## config.mk

```make
export PLATFORM = sky130hd
export DESIGN_NAME = iob_cache_fe_arbiter
export DESIGN_NICKNAME = d
export VERILOG_FILES = /design/src/rtl/iob_cache_fe_arbiter.sv
export SDC_FILE = /design/constraint.sdc
export NUM_CORES = 1
export LEC_CHECK = 0
export CORE_ASPECT_RATIO = 1.2
export CORE_UTILIZATION = 30
export CTS_BUF_LIST = sky130_fd_sc_hd__clkbuf_4 sky130_fd_sc_hd__clkbuf_8
export CTS_CLUSTER_SIZE = 12
export DETAILED_ROUTE_END_ITERATION = 16
export PLACE_DENSITY = 0.77
export SETUP_SLACK_MARGIN = 0.4
export SLEW_MARGIN = 20
export SYNTH_ARGS = -nofsm -noshare
export SYNTH_HDL_FRONTEND = slang
export SYNTH_SLANG_ARGS = --single-unit
```

## constraint.sdc

```tcl
create_clock -name clk -period 1.2 [get_ports clk]
set_clock_uncertainty 0.05 [all_clocks]
set_input_delay 0.24 -clock clk [delete_from_list [all_inputs] [get_ports clk]]
set_output_delay 0.24 -clock clk [all_outputs]
set_load 0.005 [all_outputs]
```

## src/rtl/iob_cache_fe_arbiter.sv

```systemverilog
// Shares one iob_cache native front-end port between an instruction (read-only) and a data requester.
// Define IOB_CACHE_ARB_RR_EN for round-robin arbitration; the default build uses fixed D-over-I priority.
module iob_cache_fe_arbiter #(
    parameter int FE_ADDR_W = 32,
    parameter int FE_DATA_W = 32
) (
    input  logic                                      clk,
    input  logic                                      reset,
    input  logic                                      i_valid,
    input  logic [FE_ADDR_W-$clog2(FE_DATA_W/8)-1:0]  i_addr,
    output logic [FE_DATA_W-1:0]                      i_rdata,
    output logic                                      i_ready,
    input  logic                                      d_valid,
    input  logic [FE_ADDR_W-$clog2(FE_DATA_W/8)-1:0]  d_addr,
    input  logic [FE_DATA_W-1:0]                      d_wdata,
    input  logic [FE_DATA_W/8-1:0]                    d_wstrb,
    output logic [FE_DATA_W-1:0]                      d_rdata,
    output logic                                      d_ready,
    output logic                                      m_valid,
    output logic [FE_ADDR_W-$clog2(FE_DATA_W/8)-1:0]  m_addr,
    output logic [FE_DATA_W-1:0]                      m_wdata,
    output logic [FE_DATA_W/8-1:0]                    m_wstrb,
    input  logic [FE_DATA_W-1:0]                      m_rdata,
    input  logic                                      m_ready
);
    localparam int NB   = FE_DATA_W / 8;
    localparam int WA_W = FE_ADDR_W - $clog2(NB);

    typedef enum logic {IDLE, BUSY} state_t;

    state_t            r_state;
    logic              r_gnt;
    logic [WA_W-1:0]   r_req_addr;
    logic [FE_DATA_W-1:0] r_req_wdata;
    logic [NB-1:0]     r_req_wstrb;
    logic              w_pick_d;
    logic              w_busy;

`ifdef IOB_CACHE_ARB_RR_EN
    logic              r_last;

    // On a tie, serve whoever was not served last (r_last: 0 = I, 1 = D).
    assign w_pick_d = d_valid & (~i_valid | ~r_last);
`else
    assign w_pick_d = d_valid;
`endif

    always_ff @(posedge clk) begin
        if (reset) begin
            r_state     <= IDLE;
            r_gnt       <= 1'b0;
            r_req_addr  <= '0;
            r_req_wdata <= '0;
            r_req_wstrb <= '0;
`ifdef IOB_CACHE_ARB_RR_EN
            r_last      <= 1'b0;
`endif
        end else begin
            case (r_state)
                IDLE: begin
                    if (i_valid | d_valid) begin
                        r_state <= BUSY;
                        r_gnt   <= w_pick_d;
                        if (w_pick_d) begin
                            r_req_addr  <= d_addr;
                            r_req_wdata <= d_wdata;
                            r_req_wstrb <= d_wstrb;
                        end else begin
                            r_req_addr  <= i_addr;
                            r_req_wdata <= '0;
                            r_req_wstrb <= '0;
                        end
                    end
                end
                BUSY: begin
                    // The latched request stays on the cache port until the cache accepts it.
                    if (m_ready) begin
                        r_state <= IDLE;
`ifdef IOB_CACHE_ARB_RR_EN
                        r_last  <= r_gnt;
`endif
                    end
                end
                default: r_state <= IDLE;
            endcase
        end
    end

    assign w_busy  = (r_state == BUSY);
    assign m_valid = w_busy;
    assign m_addr  = r_req_addr;
    assign m_wdata = r_req_wdata;
    assign m_wstrb = r_req_wstrb;

    assign i_ready = w_busy & m_ready & ~r_gnt;
    assign d_ready = w_busy & m_ready & r_gnt;
    assign i_rdata = m_rdata;
    assign d_rdata = m_rdata;

endmodule

```

==> metrics.txt, run 1 <==
total CTS buffers=9; die footprint=11300 µm²; hold crit path type=primary input to output pin; final std cell area, no fill=5220 µm²; Pint=4.40 mW; final wirelength=11000 µm; Synthesized Nets=428; setup violators final=69; initial antenna violation count=0; Finished Core Util=0.493; failing checks=negative setup slack; Slowest cell on crit path=dfxtp_2; Vias per Instance=5.10; # DRC=0; Tot Pwr=5.85 mW; synthesized area=3260 µm²; final-layout fill cell count=941; All-Layer GR Usage=0.192; Reg clk slew, reported paths=0.07 ns; Core ar.=10600 µm²; final critical-path required period=1.28 ns; Final Hold Viols=0; DRT iter0 DRCs=113; max_slew headroom=0.809; sequential fraction of the synthesis area=0.417; Max Clk Rate=781 MHz; CP most frequent cell=buf_6; vias in the first global route=2893; floorplan row count=41; synthesized flop and latch total=68; GPL Wtd Cong=0.736; Net Sw Power=1.46 mW; largest net degree at the start of global routing=38; max-slew violation count=0; DIE WIDTH=97.2 µm; GR Overflow Total=0; RSZ-0062 raised after global routing=true; Placed Cells=516; Post-Place Setup Slack=-0.505 ns; Final ANT Viol Nets=0; Ports=266; Clock Tree Buf Depth=2; Arr. time, crit path=1.51 ns; DP Wirelength=7790 µm; clock sink count=68; Synth Instances=295; Nets=546; slew at the pin closest to its max-slew limit=0.286 ns; Initial DRT Pass Iterations=4; first-pass GRT wire length=16300 µm; Placed Area=4680 µm²; Hold Buf Count CTS=0; CTS tree=built; Final Non-Filler Cells=546; setup slack after layout=-0.0802 ns; worst vdd ir=0.573 mV; # port buffers=169; sequential share of power=0.437; critical-path maximum fanout=37; worst skew pair latency=0.34 ns; per-cell routed wire length=20.2 µm; Sw Share=0.249; fraction of layout cells with a size suffix above 1=0.511; Initial Util=0.309; Die Y=116 µm; H-tree depth=3; number of max-cap violations=0; CP max stage delay=0.34 ns; syn avg cell area=11.1 µm²; Vias=2782; critical-path cell list=buf_6 -> buf_6 -> nor3b_4 -> buf_12 -> a32o_1; clock power share=0.327; Cell variety after synth=20; hold_ws=0.430 ns; Final period util=1.07; Crit Path Category=flop to flop; status=complete, but fails checks; P per Cell Area=1120 nW/µm²; Area Overhead vs Synth=59.8%; Setup TNS=-2.99 ns; CP Data Required Time=1.43 ns; Comb power frac=0.235; Ys Warns=0; n_diodes=0; Worst setup SP type=flop; crit end category=flop; clock root buffer=clkbuf_8; leakage power=2.09 nW
## power by group through the flow
stage / Clock, mW / Combinational (mW) / Sequential [mW]
after CTS: 1.97 / 1.29 / 2.55
final: 1.92 / 1.38 / 2.56
after detailed placement: 0 / 1.28 / 2.55
after global placement: 0 / 1.26 / 2.55
after floorplan: 0 / 0.655 / 2.56
after global routing: 2.09 / 1.48 / 2.58
## critical path, delay by kind of cell, from the launching register on
family / cells / cell delay, ns
buf+inv: 3 / 0.46
flops: 1 / 0.34
compound gates: 1 / 0.15
simple gates: 1 / 0.20
## kinds of logic (layout without fill, tap and decap cells)
kind of cell	count (synthesis)	count (layout)	synth area share
buffers and inverters	91	212	0.194
AO/OA/AOI/OAI	70	70	0.226
flip-flops	68	68	0.417
AND/OR/NAND/NOR	36	37	0.0705
multiplexers	30	30	0.0920
## registers in the layout, indices dropped and copies added, names as in the netlist
signal   count
m_valid      1
m_addr      30
m_wdata     32
m_wstrb      4
r_gnt        1
## synthesized netlist by cell type (all sizes together)
cell type | n | area (µm²)
o311a | 1 | 10.0
o21bai | 1 | 11.3
clkbuf | 8 | 30.0
o21ba | 1 | 10.0
inv | 1 | 3.75
a31o | 1 | 8.76
and3 | 1 | 6.26
or2 | 1 | 6.26
nand2 | 1 | 3.75
o32ai | 30 | 338
nand2b | 30 | 188
buf | 82 | 601
a32o | 36 | 360
nor2 | 2 | 7.51
mux2i | 30 | 300
nor3b | 1 | 18.8
dfxtp | 68 | 1360
## what timing repair did
action / in CTS / in global routing
gates cloned: 3 / 0
endpoints found under the setup margin: 137 / 137
pin swaps: 3 / 3
resized for setup: 389 / 34
setup buffers: 8 / 4
## per-layer routing
layer  global-route usage  vias to the layer above  part of all wire
met1                0.195                     1321              0.35
li1                     -                     1273                 -
met3               0.0898                       40              0.12
met2                0.319                      148              0.48
met4                0.132                        0             0.047
met5                    0                        -                 0
## worst paths after layout
check | start | end | slack, ns | cells past startpoint
worst max-delay path | m_valid | m_wdata[18] | -0.08 | 5
worst min-delay path | m_rdata[22] | d_rdata[22] | 0.43 | 0
worst max register to register | m_valid | m_wdata[18] | -0.08 | 5
worst min register to register | m_wdata[22] | m_wdata[22] | 0.45 | 1
## cells in the final DEF, fill, tap and decap left out
cell type	n
buf_6	54
clkbuf_4	3
bufbuf_16	1
buf_2	18
nand2b_1	30
o21ba_2	1
or2_4	2
o21bai_4	1
buf_16	1
a32o_1	36
dfxtp_2	68
and3_1	1
mux2i_1	30
o32ai_1	6
inv_4	1
clkinv_2	1
dlygate4sd2_1	3
clkdlybuf4s50_1	96
clkbuf_8	10
nand2_2	1
buf_4	16
nor3b_4	1
o32ai_2	24
buf_12	7
a31o_1	1
bufinv_16	1
nor2_2	2
o311a_1	1
## final cells by class
cell class	instances	area, µm²	area share
Timing Repair Buffer	196	2010	0.385
Inverter	1	6.26	0.00120
Multi-Input combinational cell	137	1400	0.268
Sequential cell	68	1450	0.277
Tap cell	129	161	0.0310
Clock buffer	13	160	0.0307
Clock inverter	2	35.0	0.00672
No activity file was read; power rests on OpenSTA's default activity.
==> inputs of run 2 (changes only) <==
--- a/config.mk
+++ b/config.mk
@@ -5,6 +5,7 @@
 export SDC_FILE = /design/constraint.sdc
 export NUM_CORES = 1
 export LEC_CHECK = 0
+export ABC_CLOCK_PERIOD_IN_PS = 1200
 export CORE_ASPECT_RATIO = 1.2
 export CORE_UTILIZATION = 30
 export CTS_BUF_LIST = sky130_fd_sc_hd__clkbuf_4 sky130_fd_sc_hd__clkbuf_8
==> results of run 2 <==
Final layout, timing and power as in run 1 (identical DEF).
==> inputs of run 3 (changes only) <==
--- a/config.mk
+++ b/config.mk
@@ -5,13 +5,15 @@
 export SDC_FILE = /design/constraint.sdc
 export NUM_CORES = 1
 export LEC_CHECK = 0
-export ABC_CLOCK_PERIOD_IN_PS = 1200
+export ABC_CLOCK_PERIOD_IN_PS = 1500
+export CELL_PAD_IN_SITES_DETAIL_PLACEMENT = 1
+export CELL_PAD_IN_SITES_GLOBAL_PLACEMENT = 1
 export CORE_ASPECT_RATIO = 1.2
-export CORE_UTILIZATION = 30
+export CORE_UTILIZATION = 25
 export CTS_BUF_LIST = sky130_fd_sc_hd__clkbuf_4 sky130_fd_sc_hd__clkbuf_8
 export CTS_CLUSTER_SIZE = 12
 export DETAILED_ROUTE_END_ITERATION = 16
-export PLACE_DENSITY = 0.77
+export PLACE_DENSITY = 0.86
 export SETUP_SLACK_MARGIN = 0.4
 export SLEW_MARGIN = 20
 export SYNTH_ARGS = -nofsm -noshare
==> constraint.sdc (replaced) <==
create_clock -name clk -period 1.5 [get_ports clk]
set_clock_uncertainty 0.05 [all_clocks]
set_input_delay 0.3 -clock clk [delete_from_list [all_inputs] [get_ports clk]]
set_output_delay 0.3 -clock clk [all_outputs]
set_load 0.005 [all_outputs]
==> run 3 against run 2 <==
  * The run now ends clean
  * Combinational power down 9%
  * Highest routed layer unchanged
  * Sequential share of layout area fell by 1.4 points
  * Via count increased by 6.8%
  * Sequential power shrank 20%
  * Cell count up 11%
  * Global-route usage fell by 1.3 points
  * Critical path type unchanged
==> metrics.txt, run 3 (synthesis results as in run 1) <==
GR Overflow Total=0 (unchanged); setup slack after layout=0.162 ns (+0.243 ns); slew at the pin closest to its max-slew limit=0.479 ns (+0.193 ns); hold path cells=1 (+1); Final Hold Viols=0 (unchanged); status=complete, no violations; Final Non-Filler Cells=608 (+11%); Pint=3.59 mW (-18%); Initial DRT Pass Iterations=4 (unchanged); Finished Core Util=0.434 (-0.0599); Worst setup SP type=flop; DRT iter0 DRCs=89 (-21%); crit end category=flop; CP Data Required Time=1.68 ns (+0.25 ns); Final period util=0.892 (-0.175); critical-path maximum fanout=18 (-51%); max_slew headroom=0.681 (-0.129); commonest non-fill, non-tap cell in the layout=clkdlybuf4s50_1; Initial Util=0.258 (-0.0512); floorplan row count=45 (+9.8%); Tot Pwr=4.86 mW (-17%); most frequent cells in the layout=clkdlybuf4s50_1 (96), dfxtp_2 (67), buf_6 (49); Post-Place Setup Slack=-0.568 ns (-0.0626 ns); Vias per Instance=4.89 (-4.1%); final wirelength=12600 µm (+14%); Max Clk Rate=748 MHz (-4.3%); clock root buffer=clkbuf_8; Clock Tree Buf Depth=2 (unchanged); Vias=2971 (+6.8%); Reg clk slew, reported paths=0.08 ns (about the same); initial antenna violation count=0 (unchanged); CTS tree=built; P per Cell Area=885 nW/µm² (-21%); Final ANT Viol Nets=0 (unchanged); Arr. time, crit path=1.52 ns (about the same); H-tree depth=3 (unchanged); Setup TNS=0 ns (+2.99 ns); Net Sw Power=1.27 mW (-13%); first-pass GRT wire length=18100 µm (+11%); clock power share=0.322 (-0.005); Crit Path Category=flop to flop; DP Wirelength=8270 µm (+6.2%); sequential share of power=0.421 (-0.016); Placed Cells=550 (+6.6%); Ports=266 (unchanged); worst vdd ir=0.507 mV (-12%); RSZ-0062 raised after global routing=true; max-slew violation count=0 (unchanged); Die Y=127 µm (+9.4%); largest net degree at the start of global routing=38 (unchanged); Sw Share=0.261 (+0.0118); Comb power frac=0.257 (+0.022); Core ar.=12700 µm² (+20%); # DRC=0 (unchanged); fraction of layout cells with a size suffix above 1=0.527 (+0.0162); GPL Wtd Cong=0.687 (-6.7%); Hold Buf Count CTS=0 (unchanged); All-Layer GR Usage=0.179 (-0.0134); # port buffers=169 (unchanged); vias in the first global route=3282 (+13%); final critical-path required period=1.34 ns (+0.0574 ns); max reg flops=32 (unchanged); setup violators final=0 (-100%); total CTS buffers=9 (unchanged); worst skew pair latency=0.33 ns (about the same); R2R depth=4 (-1); DIE WIDTH=106 µm (+9.3%); per-cell routed wire length=20.7 µm (+2.7%); clock sink count=68 (unchanged); number of max-cap violations=0 (unchanged); hold crit path type=flop to flop; Nets=572 (+4.8%); die footprint=13500 µm² (+20%); leakage power=2.23 nW (+7.0%); Area Overhead vs Synth=68.3%; n_diodes=0 (unchanged)
==> run 3: critical path, stage by stage, from the launching register on <==
cell and delay, ns:
dfxtp_4 0.36, buf_6 0.15, o21bai_4 0.20, clkbuf_16 0.21, a32o_1 0.26
==> run 3: what timing repair did <==
| item | CTS | global route |
|---|---|---|
| buffers inserted | 23 | 10 |
| gates cloned | 7 | 2 |
| gates resized for setup | 391 | 25 |
| pin swaps | 11 | 8 |
| setup endpoints to repair | 137 | 137 |
| endpoints found under the hold margin | 0 | 0 |
==> run 3: cell type report <==
type	count	area, µm²
Fill cell	1333	7180
Sequential cell	68	1450
Clock inverter	5	60.1
Inverter	1	3.75
Clock buffer	11	145
Tap cell	164	205
Multi-Input combinational cell	140	1400
Timing Repair Buffer	219	2230
==> run 3: per-layer routing <==
metal  routed length (µm)  vias up  track usage
met5                    0        -            0
met2                 7030      144        0.354
met3                  937       31       0.0551
met4                  349        0       0.0752
met1                 4270     1463        0.166
li1                     -     1333            -
==> run 3: metrics by stage <==
step	hold WS [ns]	cell area [µm²]
floorplan	0.376	3310
global placement	0.416	4710
detailed placement	0.425	4710
CTS	0.439	5250
global route	0.451	5490
finish	0.439	5490
==> run 3: power by group through the flow <==
stage | combinational (mW) | sequential, mW | clock (mW)
floorplan | 0.510 | 2.05 | 0
CTS | 1.16 | 2.04 | 1.63
finish | 1.25 | 2.05 | 1.56
detailed placement | 1.02 | 2.05 | 0
global placement | 0.990 | 2.04 | 0
global route | 1.32 | 2.06 | 1.71
==> run 3: final timing paths <==
check | start | to | slack, ns
max | m_valid | m_wdata[15] | 0.16
max reg2reg | m_valid | m_wdata[15] | 0.16
min reg2reg | m_wdata[3] | m_wdata[3] | 0.44
min | m_wdata[3] | m_wdata[3] | 0.44
